$ cat config.mk
export PLATFORM = sky130hd
export DESIGN_NAME = msx_bus_arbiter
export DESIGN_NICKNAME = d
export VERILOG_FILES = /design/src/rtl/msx_bus_pkg.sv /design/src/rtl/msx_rr_arb2.sv /design/src/rtl/msx_bus_arbiter.sv
export SDC_FILE = /design/constraint.sdc
export NUM_CORES = 1
export LEC_CHECK = 0
export ABC_CLOCK_PERIOD_IN_PS = 3400
export CORE_MARGIN = 2
export CORE_UTILIZATION = 42
export CTS_CLUSTER_DIAMETER = 60
export DETAILED_ROUTE_END_ITERATION = 8
export GPL_TIMING_DRIVEN = 0
export PLACE_DENSITY_LB_ADDON = 0.3
export SLEW_MARGIN = 0
export SYNTH_ARGS = -nofsm -noshare
export SYNTH_HDL_FRONTEND = slang
export SYNTH_HIERARCHICAL = 1
export SYNTH_SLANG_ARGS = --single-unit
$ cat constraint.sdc
create_clock -name clk42m -period 3.4 [get_ports clk42m]
set_input_delay 0.68 -clock clk42m [delete_from_list [all_inputs] [get_ports clk42m]]
set_output_delay 0.68 -clock clk42m [all_outputs]
set_load 0.01 [all_outputs]
$ cat src/rtl/msx_bus_pkg.sv
// Shared types and bus widths for the MSX internal-bus arbiter.
package msx_bus_pkg;

  localparam int ADDR_W = 16;
  localparam int DATA_W = 8;

  // Value seen on a floating MSX data bus; returned when the target never answers a read.
  localparam logic [DATA_W-1:0] OPEN_BUS_DATA = 8'hFF;

  typedef enum logic [1:0] {
    IDLE    = 2'd0,
    GRANT   = 2'd1,
    WAIT_RD = 2'd2
  } arb_state_e;

endpackage

$ cat src/rtl/msx_rr_arb2.sv
// Two-way round-robin selector: a lone requester wins, a tie goes to the master not served last.
module msx_rr_arb2 (
  input  logic [1:0] req,
  input  logic       last,
  output logic       gnt_vld,
  output logic       gnt_idx
);

  always_comb begin
    gnt_vld = |req;
    gnt_idx = 1'b0;
    case (req)
      2'b01:   gnt_idx = 1'b0;
      2'b10:   gnt_idx = 1'b1;
      2'b11:   gnt_idx = ~last;
      default: gnt_idx = 1'b0;
    endcase
  end

endmodule

$ cat src/rtl/msx_bus_arbiter.sv
// Shares one internal bus target between the MSX slot bridge (M0) and an internal master (M1),
// one transaction at a time, routing read data back only to the owning master.
module msx_bus_arbiter
  import msx_bus_pkg::*;
#(
  parameter int RD_TIMEOUT = 64,
  parameter int TO_W       = 7
) (
  input  logic              clk42m,
  input  logic              reset,
  input  logic              m0_memreq,
  input  logic              m0_ioreq,
  input  logic [ADDR_W-1:0] m0_address,
  input  logic              m0_write,
  input  logic              m0_valid,
  output logic              m0_ready,
  input  logic [DATA_W-1:0] m0_wdata,
  output logic [DATA_W-1:0] m0_rdata,
  output logic              m0_rdata_en,
  input  logic              m1_memreq,
  input  logic              m1_ioreq,
  input  logic [ADDR_W-1:0] m1_address,
  input  logic              m1_write,
  input  logic              m1_valid,
  output logic              m1_ready,
  input  logic [DATA_W-1:0] m1_wdata,
  output logic [DATA_W-1:0] m1_rdata,
  output logic              m1_rdata_en,
  output logic              s_memreq,
  output logic              s_ioreq,
  output logic [ADDR_W-1:0] s_address,
  output logic              s_write,
  output logic              s_valid,
  input  logic              s_ready,
  output logic [DATA_W-1:0] s_wdata,
  input  logic [DATA_W-1:0] s_rdata,
  input  logic              s_rdata_en
);

  localparam logic [TO_W-1:0] TO_LAST = TO_W'(RD_TIMEOUT - 1);

  arb_state_e        state_q, state_d;
  logic              owner_q, owner_d;
  logic              last_q, last_d;
  logic [TO_W-1:0]   to_cnt_q, to_cnt_d;
  logic              gnt_vld, gnt_idx;
  logic              acc;
  logic              own_memreq, own_ioreq, own_write, own_valid;
  logic [ADDR_W-1:0] own_address;
  logic [DATA_W-1:0] own_wdata;
  logic              rsp_vld_p0;
  logic [DATA_W-1:0] rsp_data_p0;

  msx_rr_arb2 u_rr (
    .req     ({m1_valid, m0_valid}),
    .last    (last_q),
    .gnt_vld (gnt_vld),
    .gnt_idx (gnt_idx)
  );

  always_comb begin
    own_memreq  = owner_q ? m1_memreq  : m0_memreq;
    own_ioreq   = owner_q ? m1_ioreq   : m0_ioreq;
    own_address = owner_q ? m1_address : m0_address;
    own_write   = owner_q ? m1_write   : m0_write;
    own_valid   = owner_q ? m1_valid   : m0_valid;
    own_wdata   = owner_q ? m1_wdata   : m0_wdata;
  end

  always_comb begin
    state_d     = state_q;
    owner_d     = owner_q;
    last_d      = last_q;
    to_cnt_d    = to_cnt_q;
    acc         = 1'b0;
    rsp_vld_p0  = 1'b0;
    rsp_data_p0 = OPEN_BUS_DATA;
    s_memreq    = 1'b0;
    s_ioreq     = 1'b0;
    s_address   = '0;
    s_write     = 1'b0;
    s_valid     = 1'b0;
    s_wdata     = '0;
    case (state_q)
      IDLE: begin
        if (gnt_vld) begin
          owner_d = gnt_idx;
          last_d  = gnt_idx;
          state_d = GRANT;
        end
      end
      GRANT: begin
        // An owner withdrawing its request abandons the grant without a ready pulse.
        if (own_valid) begin
          s_memreq  = own_memreq;
          s_ioreq   = own_ioreq;
          s_address = own_address;
          s_write   = own_write;
          s_wdata   = own_wdata;
          s_valid   = 1'b1;
          if (s_ready) begin
            acc = 1'b1;
            if (own_write) begin
              state_d = IDLE;
            end else if (s_rdata_en) begin
              rsp_vld_p0  = 1'b1;
              rsp_data_p0 = s_rdata;
              state_d     = IDLE;
            end else begin
              to_cnt_d = '0;
              state_d  = WAIT_RD;
            end
          end
        end else begin
          state_d = IDLE;
        end
      end
      WAIT_RD: begin
        if (s_rdata_en) begin
          rsp_vld_p0  = 1'b1;
          rsp_data_p0 = s_rdata;
          state_d     = IDLE;
        end else if (to_cnt_q == TO_LAST) begin
          rsp_vld_p0 = 1'b1;
          state_d    = IDLE;
        end else begin
          to_cnt_d = to_cnt_q + TO_W'(1);
        end
      end
      default: state_d = IDLE;
    endcase
    m0_ready = acc & ~owner_q;
    m1_ready = acc & owner_q;
  end

  always_ff @(posedge clk42m or posedge reset) begin
    if (reset) begin
      state_q  <= IDLE;
      owner_q  <= 1'b0;
      last_q   <= 1'b1;
      to_cnt_q <= '0;
    end else begin
      state_q  <= state_d;
      owner_q  <= owner_d;
      last_q   <= last_d;
      to_cnt_q <= to_cnt_d;
    end
  end

  // p0 -> p1: read response registered toward the owning master only.
  always_ff @(posedge clk42m or posedge reset) begin
    if (reset) begin
      m0_rdata    <= '0;
      m0_rdata_en <= 1'b0;
      m1_rdata    <= '0;
      m1_rdata_en <= 1'b0;
    end else begin
      m0_rdata_en <= rsp_vld_p0 & ~owner_q;
      m1_rdata_en <= rsp_vld_p0 & owner_q;
      if (rsp_vld_p0 && !owner_q) m0_rdata <= rsp_data_p0;
      if (rsp_vld_p0 && owner_q)  m1_rdata <= rsp_data_p0;
    end
  end

endmodule

==> impl_metrics.ini <==
[route]
route.detailed.wl_per_inst_um = 15.0
totalWireLength_mm = 5.97
dr.pass1.iters = 4
drt-vias-per-instance = 5.03
drt_iter0_drc = 74
ant_nets = 0
drc = 0
via_count = 2006

[timing]
setup_viol = 0
post-route-period-util_pct = 95.9
fin_tns_setup_ps = 0
tightest_slew_ps = 1090
slew_headroom_pct = 27.1
fmax_ghz = 0.307
slew_viol_final = 0
rsz0062_at_grt = no
final_hold_viol_count = 0
period_needed_ps = 3260
skew_ps = 5.65

[cells_and_area]
nets = 404
syn_to_final_growth_pct = 64.9
drive_above_1_share_pct = 12.3
antenna_cells = 0

[outcome]
outcome = completed

[critical_path]
critical_path.startpoint = m0_valid
crit_required_ps = 2720
arrival_ps = 2580
cp-endpoint = s_address[14]
regToRegStartpoint = to_cnt_q[0]
worst_r2r_endpoint = m1_rdata[5]
reg2reg_slack_ps = 1240
rr_worst_depth = 6
start_kind = primary input
path_class = in -> out
path_max_fanout = 10
crit_path_end_kind = primary output

[power]
finalPower_mw = 2.04
power_density_mw_per_mm2 = 601
power_leakage_nw = 1.46
peakVddDrop_uv = 372

[cts]
postCtsSetupBuffers = 0
clock_latency_ps = 280
cts_tree = yes
clock_tree.root_cell = clkbuf_8
numCtsBuffers = 5
htree_levels = 2
cts_sinks = 29
clockBufferDepth = 2
cts.clk_slew.worst_paths_ps = 60
cts_hold_repair.buffers = 0

[die]
ios = 116
core.rowCount = 25
die_width_um = 74.0
die_y_um = 74.0
initial_core_util_pct = 43.6
dieArea_sq_mm = 0.00548
core_sq_mm = 0.00472

[yosys]
synth_edf_count = 0
async_flop_share_pct = 100
ys_warn_count = 6
synthTopCellsByArea = dfrtp_1 34%, mux2i_1 14%, mux2_2 9.3%
yosysTopAreaCell = dfrtp_1
synthDistinctLibCells = 44
synth_top_area_share_pct = 34.0
synth_seq_cells = 29
ys_seq_area_share_pct = 35.3
synthesis.nets = 282
avgSynthCellArea_sq_um = 9.85
syn_area_sq_mm = 0.00206
netlist_top_cells_count = 28 x dfrtp_1, 28 x mux2i_1, 28 x nor2_1
synthCells = 209
ys.flop_type = dfrtp_1

[placement]
port-buffer-count = 115
gp_congestion = 0.829
dp_hpwl_mm = 4.66

[grt]
track_usage_pct = 22.8
grt-ovfl-total = 0
grt_pass1_vias = 2130
antenna_found_initial = 0
grt_pass1_wl_mm = 9.56
grt_max_degree = 30

[flow_run]
max_cap_viol_count = 0

[min_path]
hold_path_class = reg -> reg
## timing repair
item | 4_1_cts | 5_1_grt
endpoints found under the hold margin | 0 | 0
resized for setup | 0 | 2
endpoints found under the setup margin | 0 | 2
## flip-flops by register name, summed over array words and instances, names as in the netlist
register     cells
m1_rdata_en      1
to_cnt_q         7
m1_rdata         8
owner_q          1
m0_rdata_en      1
m0_rdata         8
last_q           1
state_q          2
## layout by cell type, fill, tap and decap left out, types with 4 or more instances in the layout
| master | instances |
|---|---|
| dfrtp_1 | 28 |
| inv_1 | 12 |
| ha_1 | 5 |
| o21ai_0 | 13 |
| nand2b_1 | 7 |
| a211oi_1 | 4 |
| nor2b_1 | 9 |
| mux2_2 | 17 |
| nor2_1 | 28 |
| mux2i_1 | 28 |
| clkbuf_8 | 7 |
| clkbuf_1 | 5 |
| nand2_1 | 5 |
| clkdlybuf4s50_1 | 115 |
## power breakdown
part           switching [mW]  leakage, nW  internal, mW
Clock                   0.127       0.0542         0.183
Combinational           0.562         1.02         0.631
Sequential             0.0813        0.387         0.460
## logic make-up after synthesis
group           count (synthesis)  share of synthesized area, %
mux                            45                          22.9
fa+ha+maj                       5                          3.04
flops                          29                          35.3
simple gates                   65                          16.6
buf+inv                        24                          4.86
compound gates                 41                          17.3
## worst min-delay path by stage
stage	cells past startpoint	startpoint	endpoint
2_1_floorplan	1	last_q	last_q
3_3_place_gp	1	m0_rdata[3]	m0_rdata[3]
4_1_cts	1	m0_rdata[6]	m0_rdata[6]
3_5_place_dp	1	m0_rdata[6]	m0_rdata[6]
6_report	1	m0_rdata[6]	m0_rdata[6]
5_1_grt	1	m1_rdata[6]	m1_rdata[6]
## layout make-up
cell class                      instances  area, sq um
Multi-Input combinational cell        156         1230
Timing Repair Buffer                  115         1150
Fill cell                             357         1330
Sequential cell                        29          727
Buffer                                 12         56.3
Clock buffer                            7         96.3
Tap cell                               67         83.8
Clock inverter                          1         5.00
Inverter                               12         45.0
## worst max-delay path, cell delays in order
cell	delay (ps)
clkdlybuf4s50_1	550
nand2b_1	130
a21bo_2	260
clkbuf_1	230
nor2_1	150
clkdlybuf4s50_1	580
## per-stage QoR
step / instance area, sq um / util [%] / setup WS, ps / hold slack (ps) / instances
after floorplan: 2060 / - / 1250 / 494 / 209
after global placement: 3290 / 69.7 / 109 / 486 / 391
after detailed placement: 3290 / 69.7 / 94.7 / 492 / 391
after CTS: 3400 / 71.9 / 71.8 / 506 / 399
after global routing: 3400 / 71.9 / 15.6 / 526 / 399
final: 3400 / 71.9 / 140 / 503 / 399
## routing by layer
layer	track usage (%)	share of wire (%)	wire length, um	vias to the layer above
li1	-	-	-	988
met1	26.0	39	2340	944
met2	41.3	54	3230	61
met3	5.28	4.4	265	13
met4	8.69	2.2	133	0
met5	0	0	0	-
Note: power is estimated with default switching activity, not from simulation.
